File: src/rtl/inv_pkg.sv
// Shared inventory definitions: memory geometry, default low-stock threshold
// and the reader FSM state type.
package inv_pkg;

  localparam int INV_ADDR_W     = 8;
  localparam int INV_DATA_W     = 8;
  localparam int INV_LOW_THRESH = 5;

  typedef enum logic [2:0] {
    IDLE,
    Q_RD,
    Q_CHK,
    S_RD,
    S_CHK,
    S_EMIT,
    S_END
  } reader_state_t;

endpackage

File: src/rtl/inventory_reader.sv
// Read-only client of the inventory memory: answers single-code quantity
// queries and streams every non-zero (code, quantity) pair during a scan.
module inventory_reader
  import inv_pkg::*;
#(
  parameter int ADDR_W     = INV_ADDR_W,
  parameter int DATA_W     = INV_DATA_W,
  parameter int LOW_THRESH = INV_LOW_THRESH
) (
  input  logic              clk,
  input  logic              rst_n,
  input  logic              query,
  input  logic              scan,
  input  logic [ADDR_W-1:0] code_in,
  output logic              rd_en,
  output logic [ADDR_W-1:0] rd_addr,
  input  logic [DATA_W-1:0] rd_data,
  output logic [DATA_W-1:0] qty_out,
  output logic              qty_valid,
  output logic              low_stock,
  output logic [ADDR_W-1:0] item_code,
  output logic [DATA_W-1:0] item_qty,
  output logic              item_valid,
  input  logic              item_ready,
  output logic [ADDR_W:0]   item_count,
  output logic              busy,
  output logic              scan_done
);

  localparam logic [ADDR_W-1:0] PTR_LAST = '1;

  reader_state_t     state, state_nxt;
  logic [ADDR_W-1:0] ptr;
  logic              ptr_at_last;
  logic              rd_nonzero;

  // Low stock means "still some left, but fewer than the threshold".
  function automatic logic is_low_stock(input logic [DATA_W-1:0] q);
    return (q != '0) && (q < DATA_W'(LOW_THRESH));
  endfunction

  assign ptr_at_last = (ptr == PTR_LAST);
  assign rd_nonzero  = (rd_data != '0);
  assign busy        = (state != IDLE);

  // State register.
  always_ff @(posedge clk or negedge rst_n) begin
    if (!rst_n) state <= IDLE;
    else        state <= state_nxt;
  end

  // Next-state logic; query has priority over scan, pulses outside IDLE are ignored.
  always_comb begin
    state_nxt = state;
    case (state)
      IDLE: begin
        if (query)     state_nxt = Q_RD;
        else if (scan) state_nxt = S_RD;
      end
      Q_RD:  state_nxt = Q_CHK;
      Q_CHK: state_nxt = IDLE;
      S_RD:  state_nxt = S_CHK;
      S_CHK: begin
        if (rd_nonzero)       state_nxt = S_EMIT;
        else if (ptr_at_last) state_nxt = S_END;
        else                  state_nxt = S_RD;
      end
      S_EMIT: begin
        if (item_valid && item_ready) state_nxt = ptr_at_last ? S_END : S_RD;
      end
      S_END:   state_nxt = IDLE;
      default: state_nxt = IDLE;
    endcase
  end

  // Datapath: read strobe/address are registered on entry to a read state,
  // so rd_en is high for exactly one cycle with a stable address.
  always_ff @(posedge clk or negedge rst_n) begin
    if (!rst_n) begin
      rd_en      <= 1'b0;
      rd_addr    <= '0;
      ptr        <= '0;
      qty_out    <= '0;
      qty_valid  <= 1'b0;
      low_stock  <= 1'b0;
      item_code  <= '0;
      item_qty   <= '0;
      item_valid <= 1'b0;
      item_count <= '0;
      scan_done  <= 1'b0;
    end else begin
      rd_en     <= 1'b0;
      scan_done <= (state == S_END);
      case (state)
        IDLE: begin
          if (query) begin
            rd_en   <= 1'b1;
            rd_addr <= code_in;
          end else if (scan) begin
            rd_en      <= 1'b1;
            rd_addr    <= '0;
            ptr        <= '0;
            item_count <= '0;
            qty_valid  <= 1'b0;
          end
        end
        Q_CHK: begin
          qty_out   <= rd_data;
          qty_valid <= 1'b1;
          low_stock <= is_low_stock(rd_data);
        end
        S_CHK: begin
          if (rd_nonzero) begin
            item_code  <= ptr;
            item_qty   <= rd_data;
            item_valid <= 1'b1;
            item_count <= item_count + (ADDR_W+1)'(1);
          end else if (!ptr_at_last) begin
            ptr     <= ptr + ADDR_W'(1);
            rd_en   <= 1'b1;
            rd_addr <= ptr + ADDR_W'(1);
          end
        end
        S_EMIT: begin
          if (item_valid && item_ready) begin
            item_valid <= 1'b0;
            if (!ptr_at_last) begin
              ptr     <= ptr + ADDR_W'(1);
              rd_en   <= 1'b1;
              rd_addr <= ptr + ADDR_W'(1);
            end
          end
        end
        default: ;
      endcase
    end
  end

endmodule

File: config.mk
export PLATFORM = sky130hd
export DESIGN_NAME = inventory_reader
export DESIGN_NICKNAME = d
export VERILOG_FILES = /design/src/rtl/inv_pkg.sv /design/src/rtl/inventory_reader.sv
export SDC_FILE = /design/constraint.sdc
export NUM_CORES = 1
export LEC_CHECK = 0
export ABC_AREA = 1
export ABC_CLOCK_PERIOD_IN_PS = 3200
export CAP_MARGIN = 20
export CORE_MARGIN = 3
export CORE_UTILIZATION = 30
export CTS_CLUSTER_DIAMETER = 100
export DETAILED_ROUTE_END_ITERATION = 16
export PLACE_DENSITY = 0.62
export SLEW_MARGIN = 20
export SYNTH_ARGS = -nofsm -noshare
export SYNTH_HDL_FRONTEND = slang
export SYNTH_SLANG_ARGS = --single-unit
File: constraint.sdc
create_clock -name clk -period 3.2 [get_ports clk]
set_input_delay 0.64 -clock clk [delete_from_list [all_inputs] [get_ports clk]]
set_output_delay 0.64 -clock clk [all_outputs]
set_load 0.02 [all_outputs]
==> results of run 1 <==
-- layout by cell type (no fill, tap or decap), types with 5 or more instances in the layout --
| cell | synthesis | routed |
|---|---|---|
| sky130_fd_sc_hd__clkdlybuf4s50_1 | 0 | 66 |
| sky130_fd_sc_hd__nor2_1 | 31 | 31 |
| sky130_fd_sc_hd__nand3_1 | 21 | 21 |
| sky130_fd_sc_hd__clkbuf_8 | 0 | 11 |
| sky130_fd_sc_hd__dfrtp_1 | 57 | 57 |
| sky130_fd_sc_hd__nand4_1 | 8 | 8 |
| sky130_fd_sc_hd__nand2_1 | 157 | 157 |
| sky130_fd_sc_hd__a21oi_1 | 5 | 5 |
| sky130_fd_sc_hd__inv_1 | 22 | 22 |
| sky130_fd_sc_hd__o21ai_0 | 21 | 21 |
| sky130_fd_sc_hd__inv_2 | 6 | 6 |
-- per-stage QoR --
step / worst slack [ns] / instance area, µm²
6_report: 0.935 / 3840
5_1_grt: 0.829 / 3840
4_1_cts: 0.893 / 3840
3_5_place_dp: 0.855 / 3670
3_3_place_gp: 0.932 / 3670
2_1_floorplan: 1.58 / 2850
-- registers in the layout, indices dropped and copies added (netlist names), 3 cells and up --
signal,cells
ptr,8
qty_out,8
item_code,8
item_count,9
rd_addr,8
state,3
item_qty,8
-- kinds of logic (layout without fill, tap and decap cells) --
family	count (synthesis)	after routing	share of synthesized area, %
simple gates	237	237	36.3
fa+ha+maj	2	2	0.879
buf+inv	33	114	4.66
xor+xnor	5	5	1.54
compound gates	34	34	6.50
flops	57	57	50.1
-- cell type report --
cell class / count / area share (%)
Inverter: 28 / 2.74
Clock inverter: 3 / 0.391
Clock buffer: 13 / 4.14
Timing Repair Buffer: 70 / 17.9
Tap cell: 126 / 4.11
Multi-Input combinational cell: 278 / 33.6
Sequential cell: 57 / 37.1
-- worst paths after layout --
check                                       start                        end  slack (ns)  cells after the start
hold reg to reg            qty_out[3]$_DFFE_PN0P_     qty_out[3]$_DFFE_PN0P_        0.48                      2
setup / recovery             state[0]$_DFFE_PN0P_                       busy        0.94                      3
min in group clk           qty_out[3]$_DFFE_PN0P_     qty_out[3]$_DFFE_PN0P_        0.48                      2
hold / removal                              rst_n         ptr[5]$_DFFE_PN0P_        0.34                      1
max in group asynchronous                   rst_n  item_count[8]$_DFFE_PN0P_        2.20                      2
setup reg to reg             state[1]$_DFFE_PN0P_         ptr[5]$_DFFE_PN0P_        1.36                      9
-- per-layer routing --
metal / part of all wire [%] / GRT usage, % / up-vias
li1: - / - / 1322
met3: 4.7 / 4.96 / 8
met5: 0 / 0 / -
met2: 49 / 24.8 / 64
met4: 1.2 / 4.48 / 0
met1: 45 / 19.3 / 1217
-- worst max-delay path, delay by kind of cell (launching register included) --
kind / cells / cell delay [ns]
buf+inv: 1 / 0.56
flops: 1 / 0.46
simple gates: 2 / 0.28
-- power groups by stage --
stage | combinational [µW] | clock, µW | sequential, µW
floorplan | 690 | 0 | 1300
global placement | 1500 | 0 | 1100
detailed placement | 1520 | 0 | 1100
CTS | 1520 | 616 | 1090
global route | 1670 | 651 | 1120
finish | 1500 | 595 | 1090
==> flow_metrics.tcl, run 1 <==
set metrics [dict create \
    die_w_um 103 \
    ys_top_cells_by_count "sky130_fd_sc_hd__nand2_1 (157), sky130_fd_sc_hd__dfrtp_1 (57), sky130_fd_sc_hd__nor2_1 (31), sky130_fd_sc_hd__inv_1 (22)" \
    postRouteWirelength_mm 7.18 \
    cts_hold_bufs 0 \
    critical_path_arrival_ns 1.62 \
    syn_inst 368 \
    syn_to_final_growth_pct 34.8 \
    rsz0062_at_grt "no" \
    intPower_uw 1840 \
    layout-drive-gt1-share_pct 9.35 \
    crit_path_end_kind "output pin" \
    drcViolationCount 0 \
    dp_hpwl_mm 5.44 \
    drt_first_iter_violations 89 \
    synth_largest_type_area_fraction_pct 50.1 \
    worst_ir_drop_vdd_mv 0.346 \
    via_per_inst 4.54 \
    final_util_pct 42.8 \
    place.detailed.instances 559 \
    synth_ff_type "sky130_fd_sc_hd__dfrtp_1" \
    final.setup_skew_ns 0.00507 \
    post_cts_resized 0 \
    chipHeight_um 103 \
    switchingPower_uw 1340 \
    rows 34 \
    antenna_violating_nets_post_route 0 \
    cts_post_setup_buffers_inserted 0 \
    vias 2611 \
    final-setup-viol-count 0 \
    number_of_antenna_cells_inserted 0 \
    critical_path_class "register to output pin" \
    nNetsFinal 467 \
    clock_power_share_pct 18.7 \
    storage_element_area_um2 1430 \
    synth_enable_flop_cells 0 \
    totalNegativeSetupSlack_ns 0 \
    final_min_period_over_clock_period_pct 70.8 \
    number_of_max_capacitance_violations_reported 0 \
    post_synth_num_cell_types 29 \
    post-synth-top-count-cell "sky130_fd_sc_hd__nand2_1" \
    power.sequential.fraction_pct 34.2 \
    fillers 943 \
    required_time_at_the_worst_slack_endpoint_ns 2.56 \
    grt_overflow 0 \
    top_level_ports 68 \
    cts_inserted_buffers 9 \
    numClockSinks 57 \
    status "finished clean" \
    start_util_pct 31.7 \
    io_buffers 67 \
    grt_max_degree 31 \
    clock_latency_ns 0.33 \
    mapped_avg_cell_area_um2 7.74 \
    clk_path_buf_depth 2 \
    critical_path.slowest_cell "sky130_fd_sc_hd__clkdlybuf4s50_1" \
    power.share.switching_pct 42.2 \
    powerDensity_nw_per_um2 828 \
    worst_slew_margin_rel_pct 55.0 \
    combPwrFrac_pct 47.1 \
    synthesis.yosys.warnings 0 \
    crit_chain "nor2_4 -> nand2_4 -> clkdlybuf4s50_1" \
    clock_tree.root_cell "sky130_fd_sc_hd__clkbuf_8" \
    drt_pre_antenna_iters 4 \
    grt_usage_pct 15.2 \
    worst_path_largest_cell_delay_ns 0.56 \
    synthesis.nets 391 \
    postSynth.asyncResetShare_pct 100 \
    totalPowerFinal_uw 3180 \
    wl_per_cell_um 12.5 \
    grt_pass1_vias 2663 \
    clock_transition_at_the_registers_of_the_reported_paths_ns 0.07 \
    worst_setup_path_start_kind "register" \
    critical_path.max_fanout 6 \
    synth_largest_area_cell "sky130_fd_sc_hd__dfrtp_1" \
    period_needed_ns 2.26 \
    hold_class "input pin to asynchronous set/reset pin" \
    timing.fmax_ghz 0.442 \
    seq_area_frac_synth_pct 50.1 \
    synth-seq-cells 57 \
    synth_area_leaders "sky130_fd_sc_hd__dfrtp_1 (50%), sky130_fd_sc_hd__nand2_1 (21%), sky130_fd_sc_hd__nor2_1 (4.1%), sky130_fd_sc_hd__nand3_1 (3.7%), sky130_fd_sc_hd__o21ai_0 (3.7%)" \
    floorplan_core_area_um2 8980 \
    tritoncts "done" \
    antenna_found_initial 0 \
    netlist_area_um2 2850 \
    multi_input_area_um2 1290 \
    worst_hold_slack_ns 0.345 \
    leakage_power_of_the_design_uw 0.00185 \
    maxSlewViolCount 0 \
    htreeDepth 3 \
    fin_cells 575 \
    gp_routability_congestion 0.828 \
    dieArea_um2 10700 \
    timing_worst_slew_pin_value_ns 0.674 \
    timing.final.hold_violations 0 \
    grt_first_pass_wirelength_mm 12.6 \
]
Power figures use the tool's default switching activity.
==> inputs of run 2 (changes only) <==
--- a/config.mk
+++ b/config.mk
@@ -6,7 +6,7 @@
 export NUM_CORES = 1
 export LEC_CHECK = 0
 export ABC_AREA = 1
-export ABC_CLOCK_PERIOD_IN_PS = 3200
+export ABC_CLOCK_PERIOD_IN_PS = 2100
 export CAP_MARGIN = 20
 export CORE_MARGIN = 3
 export CORE_UTILIZATION = 30
==> constraint.sdc (replaced) <==
create_clock -name clk -period 2.1 [get_ports clk]
set_input_delay 0.42 -clock clk [delete_from_list [all_inputs] [get_ports clk]]
set_output_delay 0.42 -clock clk [all_outputs]
set_load 0.02 [all_outputs]
==> run 2 against run 1 <==
Against the previous run:
- via count is 0.31% lower
- clock power up 87%
- combinational power up 57%
- design area is 1.8% higher
- critical path type unchanged
- routed wire length grew 2.4%
==> flow_metrics.tcl, run 2 (synthesis gave the netlist of run 1 again) <==
set metrics [dict create \
    clk_path_buf_depth 2 \
    htreeDepth 3 \
    worst_setup_path_startpoint "item_count[4]$_DFFE_PN0P_" \
    via_per_inst 4.51 \
    route.top_layer_used "met4" \
    wl_per_cell_um 12.7 \
    layout-drive-gt1-share_pct 10.2 \
    critical_path_arrival_ns 1.43 \
    path_buf_inv 1 \
    most_used_cells_in_the_layout_excluding_fill_and_tap_cells "sky130_fd_sc_hd__nand2_1 (157), sky130_fd_sc_hd__clkdlybuf4s50_1 (65), sky130_fd_sc_hd__dfrtp_1 (57)" \
    floorplan_core_area_um2 8980 \
    number_of_antenna_cells_inserted 0 \
    wl_met1_mm 3.32 \
    top_register "item_count" \
    final_util_pct 43.5 \
    grt_pass1_vias 2594 \
    rows 34 \
    fillers 930 \
    tritoncts "done" \
    numClockSinks 57 \
    crit_path_end_kind "output pin" \
    top_level_ports 68 \
    drcViolationCount 0 \
    cts_hold_bufs 0 \
    dieArea_um2 10700 \
    worst_ir_drop_vdd_mv 0.501 \
    crit_chain "clkdlybuf4s50_1" \
    antenna_violating_nets_post_route 0 \
    start_util_pct 31.7 \
    leakage_power_of_the_design_uw 0.00188 \
    register_to_register_path_setup_slack_ns 0.38 \
    critical_path.max_fanout 5 \
    cts_post_setup_buffers_inserted 0 \
    critical_path_class "register to output pin" \
    period_needed_ns 1.85 \
    post_cts_resized 1 \
    timing.fmax_ghz 0.542 \
    detailroute.wirelength.met2_mm 3.61 \
    required_time_at_the_worst_slack_endpoint_ns 1.68 \
    powerDensity_nw_per_um2 1310 \
    drt_first_iter_violations 106 \
    final_min_period_over_clock_period_pct 87.9 \
    antenna_found_initial 0 \
    r2r_end "ptr[2]$_DFFE_PN0P_" \
    cts_inserted_buffers 9 \
    crit-reg2reg-launch "ptr[0]$_DFFE_PN0P_" \
    timing_worst_slew_pin_value_ns 0.463 \
    commonest_non_fill_non_tap_cell_in_the_layout "sky130_fd_sc_hd__nand2_1" \
    drt_pre_antenna_iters 4 \
    final-setup-viol-count 0 \
    clock_latency_ns 0.34 \
    grt_max_degree 58 \
    grt_overflow 0 \
    clock_transition_at_the_registers_of_the_reported_paths_ns 0.07 \
    gp_routability_congestion 0.834 \
    timing.final.hold_violations 0 \
    chipHeight_um 103 \
    timing.reg2reg.worst_path_depth 9 \
    postRouteWirelength_mm 7.36 \
    critPathTopFamily "buffers and inverters" \
    rsz0062_at_grt "no" \
    largest_register_ff_count 9 \
    hold_class "input pin to asynchronous set/reset pin" \
    detailroute.wirelength.met3_um 354 \
    worst_slew_margin_rel_pct 69.1 \
    number_of_max_capacitance_violations_reported 0 \
    nNetsFinal 470 \
    vias 2603 \
    worst_path_largest_cell_delay_ns 0.64 \
    grt_first_pass_wirelength_mm 12.4 \
    status "finished clean" \
    die_w_um 103 \
    grt_usage_pct 14.9 \
    final.setup_skew_ns 0.00837 \
    dp_hpwl_mm 5.41 \
    syn_to_final_growth_pct 37.2 \
    maxSlewViolCount 0 \
    io_buffers 67 \
    critical_path.slowest_cell "sky130_fd_sc_hd__clkdlybuf4s50_1" \
    clock_tree.root_cell "sky130_fd_sc_hd__clkbuf_8" \
    worst_setup_path_start_kind "register" \
    totalNegativeSetupSlack_ns 0 \
]
[run 2: per-stage QoR]
step	std cells	worst slack [ns]	cell area [µm²]	total power, µW	hold WS (ns)
2_1_floorplan	368	0.635	2850	3040	0.124
3_3_place_gp	562	0.0945	3700	4020	0.449
3_5_place_dp	562	0.0600	3700	4060	0.445
4_1_cts	577	0.235	3910	5180	0.0718
5_1_grt	577	0.171	3910	5500	0.0790
6_report	577	0.254	3910	5120	0.0702
[run 2: layout make-up]
class	count	area, µm²	area share, %
sequential	57	1430	36.5
multi-input combinational	278	1290	33.0
timing repair buffer	73	722	18.5
tap	126	158	4.03
clock buffer	9	124	3.17
inverter	28	105	2.69
clock inverter	6	83.8	2.15
[run 2: worst max-delay path by stage]
stage	end	slack [ns]	cells after the start
6_report	item_count[4]	0.25	1
5_1_grt	ptr[0]$_DFFE_PN0P_	0.17	9
4_1_cts	busy	0.23	3
3_5_place_dp	item_count[0]$_DFFE_PN0P_	0.06	8
3_3_place_gp	rd_addr[6]$_DFFE_PN0P_	0.09	8
2_1_floorplan	ptr[5]$_DFFE_PN0P_	0.64	9
[run 2: routing by layer]
layer | global-route usage (%) | vias up
met3 | 3.76 | 5
li1 | - | 1323
met1 | 19.3 | 1211
met4 | 4.48 | 0
met5 | 0 | -
met2 | 24.7 | 64
[run 2: where the power goes]
group / internal (µW) / total (µW) / switching, µW
logic: 921 / 2350 / 1430
clock network: 656 / 1110 / 454
registers: 1420 / 1670 / 240
total: 3000 / 5120 / 2120
